**src/rtl/a2d_pkg.sv**
```systemverilog
// rtl/a2d_pkg.sv - shared types and frame geometry for the A2D SPI responder
package a2d_pkg;

    typedef enum logic [1:0] {
        IDLE  = 2'd0,
        SHIFT = 2'd1,
        DRAIN = 2'd2
    } state_t;

    localparam int FRAME_BITS = 16;
    localparam int CHNL_MSB   = 13;
    localparam int CHNL_LSB   = 11;
    localparam int DATA_W     = 12;

endpackage

```
**src/rtl/a2d_spi_responder_if.sv**
```systemverilog
// rtl/a2d_spi_responder_if.sv - SPI pin bundle between A2D master and responder
interface a2d_spi_responder_if;

    logic SS_n;
    logic SCLK;
    logic MOSI;
    logic MISO;

    modport master (output SS_n, output SCLK, output MOSI, input MISO);
    modport slave  (input SS_n, input SCLK, input MOSI, output MISO);

endinterface

```
**src/rtl/spi_pin_sync.sv**
```systemverilog
// rtl/spi_pin_sync.sv - two-flop synchronizer plus edge-detect flop for one SPI pin
module spi_pin_sync #(
    parameter logic RESET_VAL = 1'b1
) (
    input  logic clk,
    input  logic rst,
    input  logic i_pin,
    output logic o_level,
    output logic o_rise,
    output logic o_fall
);

    logic r_meta;
    logic r_sync;
    logic r_prev;

    always_ff @(posedge clk or posedge rst) begin
        if (rst) begin
            r_meta <= RESET_VAL;
            r_sync <= RESET_VAL;
            r_prev <= RESET_VAL;
        end else begin
            r_meta <= i_pin;
            r_sync <= r_meta;
            r_prev <= r_sync;
        end
    end

    assign o_level = r_sync;
    assign o_rise  = r_sync & ~r_prev;
    assign o_fall  = ~r_sync & r_prev;

endmodule

```
**src/rtl/a2d_spi_responder.sv**
```systemverilog
// rtl/a2d_spi_responder.sv - SPI slave emulating the 8-channel A2D converter
// Frame N returns the channel addressed by frame N-1; the value is snapshotted at SS_n fall.
module a2d_spi_responder
    import a2d_pkg::*;
#(
    parameter logic [2:0]        LFT_CHNL     = 3'd0,
    parameter logic [2:0]        RGHT_CHNL    = 3'd4,
    parameter logic [2:0]        STEER_CHNL   = 3'd5,
    parameter logic [2:0]        BATT_CHNL    = 3'd6,
    parameter logic [DATA_W-1:0] UNMAPPED_VAL = 12'h000
) (
    input  logic                clk,
    input  logic                rst,
    a2d_spi_responder_if.slave  spi,
    input  logic [DATA_W-1:0]   ld_cell_lft,
    input  logic [DATA_W-1:0]   ld_cell_rght,
    input  logic [DATA_W-1:0]   steerPot,
    input  logic [DATA_W-1:0]   batt,
    output logic                xfer_done,
    output logic                xfer_abort,
    output logic [2:0]          last_chnl
);

    logic w_ss_level, w_ss_rise, w_ss_fall;
    logic w_sclk_level, w_sclk_rise, w_sclk_fall;
    logic w_mosi, w_mosi_rise, w_mosi_fall;

    spi_pin_sync #(.RESET_VAL(1'b1)) u_ss_sync (
        .clk(clk), .rst(rst), .i_pin(spi.SS_n),
        .o_level(w_ss_level), .o_rise(w_ss_rise), .o_fall(w_ss_fall)
    );

    spi_pin_sync #(.RESET_VAL(1'b1)) u_sclk_sync (
        .clk(clk), .rst(rst), .i_pin(spi.SCLK),
        .o_level(w_sclk_level), .o_rise(w_sclk_rise), .o_fall(w_sclk_fall)
    );

    spi_pin_sync #(.RESET_VAL(1'b0)) u_mosi_sync (
        .clk(clk), .rst(rst), .i_pin(spi.MOSI),
        .o_level(w_mosi), .o_rise(w_mosi_rise), .o_fall(w_mosi_fall)
    );

    state_t                  r_state;
    state_t                  w_next;
    logic [FRAME_BITS-1:0]   r_tx;
    logic [FRAME_BITS-1:0]   r_rx;
    logic [4:0]              r_bit_cnt;
    logic [2:0]              r_pending;
    logic [2:0]              r_last_chnl;
    logic                    r_done;
    logic                    r_abort;

    logic                    w_load;
    logic                    w_rx_shift;
    logic                    w_tx_shift;
    logic                    w_done;
    logic                    w_abort;
    logic [DATA_W-1:0]       w_sel_val;
    logic [FRAME_BITS-1:0]   w_rx_word;

    // Edge outputs and levels this block has no use for
    logic w_unused;
    assign w_unused = &{1'b0, w_ss_level, w_sclk_level, w_mosi_rise, w_mosi_fall, r_rx[FRAME_BITS-1]};

    assign w_rx_word = {r_rx[FRAME_BITS-2:0], w_mosi};

    always_comb begin
        w_sel_val = UNMAPPED_VAL;
        if (r_pending == LFT_CHNL)
            w_sel_val = ld_cell_lft;
        else if (r_pending == RGHT_CHNL)
            w_sel_val = ld_cell_rght;
        else if (r_pending == STEER_CHNL)
            w_sel_val = steerPot;
        else if (r_pending == BATT_CHNL)
            w_sel_val = batt;
    end

    always_ff @(posedge clk or posedge rst) begin
        if (rst)
            r_state <= IDLE;
        else
            r_state <= w_next;
    end

    always_comb begin
        w_next     = r_state;
        w_load     = 1'b0;
        w_rx_shift = 1'b0;
        w_tx_shift = 1'b0;
        w_done     = 1'b0;
        w_abort    = 1'b0;
        case (r_state)
            IDLE: begin
                if (w_ss_fall) begin
                    w_next = SHIFT;
                    w_load = 1'b1;
                end
            end
            SHIFT: begin
                if (w_sclk_rise) begin
                    w_rx_shift = 1'b1;
                    if (r_bit_cnt == 5'(FRAME_BITS - 1)) begin
                        w_done = 1'b1;
                        // A select release coincident with the last edge still completes
                        w_next = w_ss_rise ? IDLE : DRAIN;
                    end
                end
                if (w_sclk_fall && (r_bit_cnt != 5'd0) && (r_bit_cnt < 5'(FRAME_BITS)))
                    w_tx_shift = 1'b1;
                if (w_ss_rise && !w_done) begin
                    w_abort = 1'b1;
                    w_next  = IDLE;
                end
            end
            DRAIN: begin
                if (w_ss_rise)
                    w_next = IDLE;
            end
            default: w_next = IDLE;
        endcase
    end

    always_ff @(posedge clk or posedge rst) begin
        if (rst) begin
            r_tx        <= '0;
            r_rx        <= '0;
            r_bit_cnt   <= '0;
            r_pending   <= '0;
            r_last_chnl <= '0;
            r_done      <= 1'b0;
            r_abort     <= 1'b0;
        end else begin
            r_done  <= w_done;
            r_abort <= w_abort;
            if (w_load) begin
                r_tx      <= {{(FRAME_BITS - DATA_W){1'b0}}, w_sel_val};
                r_rx      <= '0;
                r_bit_cnt <= '0;
            end else begin
                if (w_rx_shift) begin
                    r_rx      <= w_rx_word;
                    r_bit_cnt <= r_bit_cnt + 5'd1;
                end
                if (w_tx_shift)
                    r_tx <= {r_tx[FRAME_BITS-2:0], 1'b0};
            end
            if (w_done) begin
                r_pending   <= w_rx_word[CHNL_MSB:CHNL_LSB];
                r_last_chnl <= w_rx_word[CHNL_MSB:CHNL_LSB];
            end
        end
    end

    assign spi.MISO   = (r_state == SHIFT) ? r_tx[FRAME_BITS-1] : 1'b0;
    assign xfer_done  = r_done;
    assign xfer_abort = r_abort;
    assign last_chnl  = r_last_chnl;

endmodule
```
**src/flat_wrapper.sv**
```systemverilog
// flat-port wrapper written by rule: the top's interface ports become plain ports
module a2d_spi_responder_flat import a2d_pkg::*;
#(
    parameter logic [2:0]        LFT_CHNL     = 3'd0,
    parameter logic [2:0]        RGHT_CHNL    = 3'd4,
    parameter logic [2:0]        STEER_CHNL   = 3'd5,
    parameter logic [2:0]        BATT_CHNL    = 3'd6,
    parameter logic [DATA_W-1:0] UNMAPPED_VAL = 12'h000
)
  (clk, rst, ld_cell_lft, ld_cell_rght, steerPot, batt, xfer_done, xfer_abort, last_chnl, spi_SS_n, spi_SCLK, spi_MOSI, spi_MISO);
  a2d_spi_responder_if spi_i ();
  input  logic clk;
  input  logic rst;
  input  logic [DATA_W-1:0] ld_cell_lft;
  input  logic [DATA_W-1:0] ld_cell_rght;
  input  logic [DATA_W-1:0] steerPot;
  input  logic [DATA_W-1:0] batt;
  output logic xfer_done;
  output logic xfer_abort;
  output logic [2:0] last_chnl;
  input wire logic [$bits(spi_i.SS_n)-1:0] spi_SS_n;
  input wire logic [$bits(spi_i.SCLK)-1:0] spi_SCLK;
  input wire logic [$bits(spi_i.MOSI)-1:0] spi_MOSI;
  output wire logic [$bits(spi_i.MISO)-1:0] spi_MISO;
  assign spi_i.SS_n = spi_SS_n;
  assign spi_i.SCLK = spi_SCLK;
  assign spi_i.MOSI = spi_MOSI;
  assign spi_MISO = spi_i.MISO;
  a2d_spi_responder #(.LFT_CHNL(LFT_CHNL), .RGHT_CHNL(RGHT_CHNL), .STEER_CHNL(STEER_CHNL), .BATT_CHNL(BATT_CHNL), .UNMAPPED_VAL(UNMAPPED_VAL)) u_core (.clk(clk), .rst(rst), .spi(spi_i), .ld_cell_lft(ld_cell_lft), .ld_cell_rght(ld_cell_rght), .steerPot(steerPot), .batt(batt), .xfer_done(xfer_done), .xfer_abort(xfer_abort), .last_chnl(last_chnl));
endmodule
```
**config.mk**
```make
export PLATFORM = sky130hd
export DESIGN_NAME = a2d_spi_responder_flat
export DESIGN_NICKNAME = d
export VERILOG_FILES = /design/src/rtl/a2d_pkg.sv /design/src/rtl/a2d_spi_responder_if.sv /design/src/rtl/spi_pin_sync.sv /design/src/rtl/a2d_spi_responder.sv /design/src/flat_wrapper.sv
export SDC_FILE = /design/constraint.sdc
export NUM_CORES = 1
export LEC_CHECK = 0
export ABC_AREA = 0
export CAP_MARGIN = 20
export CORE_AREA = 2 2 74 76
export CTS_CLUSTER_SIZE = 25
export DETAILED_ROUTE_END_ITERATION = 7
export DIE_AREA = 0 0 76 78
export MAX_ROUTING_LAYER = met4
export PLACE_DENSITY = 0.82
export RECOVER_POWER = 50
export SETUP_SLACK_MARGIN = 0.5
export SLEW_MARGIN = 30
export SYNTH_ARGS = -nofsm -noshare
export SYNTH_HDL_FRONTEND = slang
export SYNTH_SLANG_ARGS = --single-unit
```
**constraint.sdc**
```tcl
create_clock -name clk -period 1.9 [get_ports clk]
set_input_delay 0.38 -clock clk [delete_from_list [all_inputs] [get_ports clk]]
set_output_delay 0.38 -clock clk [all_outputs]
set_load 0.005 [all_outputs]
```
==> flow_summary.toml, run 1 <==
[outcome]
status = "completed"

[timing]
fin_worst_skew_ns = 0.00623
min_period_over_period_pct = 91.5
max_freq_ghz = 0.575
relSlewSlack_pct = 38.5
holdWs_ns = 0.361
finalCriticalPeriod_ns = 1.74
rsz0062_at_grt = "yes"
hold_viol = 0
slew_viol_final = 0
setup_tns_ns = 0
setup_violations = 0
worst_slew_pin_slew_ns = 0.917
setup_ws_ns = 0.162

[floorplanning]
ios = 59
core-area_um2 = 5040
die-area_um2 = 5930
rows = 26
initial_core_util_pct = 48.6
fp.dieH_um = 78
fp.dieW_um = 76

[logic_synthesis]
synth_enable_flop_cells = 0
synth.net_count = 282
yosys.cell_count.top_type = "dfrtp_1"
synthFlopType = "dfrtp_1"
syn_area_per_cell_um2 = 10.8
async_flop_share_pct = 100
synth_top_area_cell = "dfrtp_1"
syn_inst = 226
synth_area_leaders = "dfrtp_1, mux2i_1, dfstp_2, a21oi_1, a221oi_2"
yosysSeqAreaShare_pct = 50.4
ys_top_cells_by_count = "dfrtp_1, nand2_1, mux2i_1, a21oi_1, o21ai_0"
synth-seq-cells = 49
syn_area_um2 = 2450
yosysWarnings = 0
synth_top_area_share_pct = 43.9
synth_cell_types = 35

[layout]
layout-drive-gt1-share_pct = 30.6
fill_cells = 319
instances_no_fill = 390
post-route-util_pct = 75.4
area_growth_pct = 55.3
n_antenna_cell = 0
fin_nets = 375

[routing]
vias = 2109
viasPerCell = 5.41
drc = 0
dr.pass1.iters = 4
finalWirelength_mm = 6.95
wl_per_cell_um = 17.8
drt_iter0_drc = 141
ant_nets = 0

[global_routing]
grt_overflow = 0
grt_pass1_wl_mm = 9.96
track_usage_pct = 21.7
grt_pass1_vias = 2141
antenna_found_initial = 0
grt_max_degree = 30

[power_and_ir_drop]
p_leak_nw = 1.68
vdd_drop_max_uv = 538
powerDensity_nw_per_um2 = 753

[clock_tree]
ctsHoldBuffers = 0
clock_latency_ns = 0.31
clockRootBuffer = "clkbuf_8"
cts_buffers = 5
clk_path_buf_depth = 2
htree_levels = 2
cts_tree = "done"
clkTransAtPathRegs_ns = 0.09
cts.sinks = 49

[worst_setup_path]
timing.rr.start = "u_core.r_state[0]"
cpMaxStageDelayCell = "or4b_4"
cp.required_ns = 2.09
crit_path_end_kind = "flip-flop"
startpoint_type = "flip-flop"
path_max_fanout = 6
slowest_delay_ns = 0.60
crit_start = "u_core.r_state[0]"
crit_chain = "buf_6 -> or4b_4 -> buf_12 -> a221oi_1 -> a21oi_1"
critPathKind = "reg2reg"
arrival_ns = 1.93

[place]
globalplace.congestion = 0.790
dp.cells = 345
place_ws_ns = 0.189
port_buffers = 58
hpwl_mm = 3.80

[min_path]
worst_hold_startpoint = "u_core.u_mosi_sync.r_meta"
hold_path_class = "reg2reg"

[run]
max_cap_violations = 0
-- area by class of cell --
type | instances | area [µm²] | share of cell area [%]
Sequential cell | 49 | 1230 | 32.4
Tap cell | 70 | 87.6 | 2.30
Multi-Input combinational cell | 155 | 1270 | 33.5
Timing Repair Buffer | 103 | 1080 | 28.3
Clock inverter | 2 | 38.8 | 1.02
Clock buffer | 6 | 72.6 | 1.91
Inverter | 5 | 20.0 | 0.526
-- cell usage in the layout, fill, tap and decap left out, drive strengths merged, types with 3 or more instances in the layout --
| cell type | count |
|---|---|
| a21oi | 25 |
| a221oi | 12 |
| clkbuf | 11 |
| mux2 | 3 |
| dfstp | 6 |
| dlygate4sd3 | 4 |
| nand3b | 12 |
| clkdlybuf4s50 | 48 |
| o21ai | 13 |
| ha | 3 |
| dlygate4sd2 | 4 |
| mux2i | 27 |
| dfrtp | 43 |
| nor2 | 11 |
| inv | 5 |
| nand2 | 29 |
| buf | 41 |
-- where the power goes --
part	internal [W]	switching [W]	total, W	leakage [nW]
sequential	0.00121	0.000116	0.00133	0.615
clock	0.000398	0.000358	0.000756	0.0558
combinational	0.000456	0.000326	0.000782	1.01
-- what timing repair did --
action,in CTS,in global routing
buffers inserted,19,12
resized for setup,25,40
pin swaps,3,11
cloned,2,4
setup endpoints to repair,40,41
-- metrics by stage --
stage | instance area (µm²) | power (W)
floorplan | 2460 | 0.00166
global placement | 3120 | 0.00185
detailed placement | 3120 | 0.00187
CTS | 3500 | 0.00271
global route | 3800 | 0.00300
finish | 3800 | 0.00286
-- state kept, by name, summed over array words and instances, names as in the netlist --
name	flops
u_core.xfer_abort	1
u_core.u_ss_sync.r_meta	1
u_core.r_rx	13
u_core.r_tx	16
u_core.r_pending	3
u_core.u_sclk_sync.o_level	1
u_core.u_sclk_sync.r_prev	1
u_core.xfer_done	1
u_core.u_ss_sync.r_prev	1
u_core.u_sclk_sync.r_meta	1
u_core.u_mosi_sync.o_level	1
u_core.u_mosi_sync.r_meta	1
u_core.u_ss_sync.o_level	1
u_core.r_bit_cnt	5
u_core.r_state	2
-- kinds of logic after synthesis --
kind of cell	after synthesis	share of synthesized area [%]
flip-flops	49	50.4
adder cells (fa/ha/maj)	3	1.53
multiplexers	30	12.4
buffers and inverters	22	4.80
AND/OR/NAND/NOR	66	14.7
XOR/XNOR	3	1.07
AO/OA/AOI/OAI	53	15.1
-- path summary, 6_finish.rpt --
check	depth (start not counted)	to	slack (ns)
worst max-delay path	5	u_core.r_tx[2]	0.16
worst min-delay path	0	u_core.u_mosi_sync.o_level	0.36
worst max register to register	5	u_core.r_tx[2]	0.16
worst min register to register	0	u_core.u_mosi_sync.o_level	0.36
max in group asynchronous	3	u_core.r_tx[12]	0.30
min in group asynchronous	2	u_core.r_rx[1]	0.66
-- critical path, delay by kind of cell, from the launching register on --
kind	cells	cell delay [ns]
buffers and inverters	2	0.32
AO/OA/AOI/OAI	2	0.29
flip-flops	1	0.42
AND/OR/NAND/NOR	1	0.60
-- per-layer routing --
metal	up-vias	GRT usage [%]	share of wire [%]
met5	-	-	0
met4	0	8.00	2.9
met3	23	3.95	2.5
met2	50	41.0	57
met1	1044	22.6	37
li1	992	-	-
No activity file was read; power rests on OpenSTA's default activity.
==> run 2: changes to the inputs <==
Settings changed: CTS_CLUSTER_SIZE 25 to 28.
==> results of run 2 <==
Same layout as run 1: the final DEF is identical, and so are final timing and power.
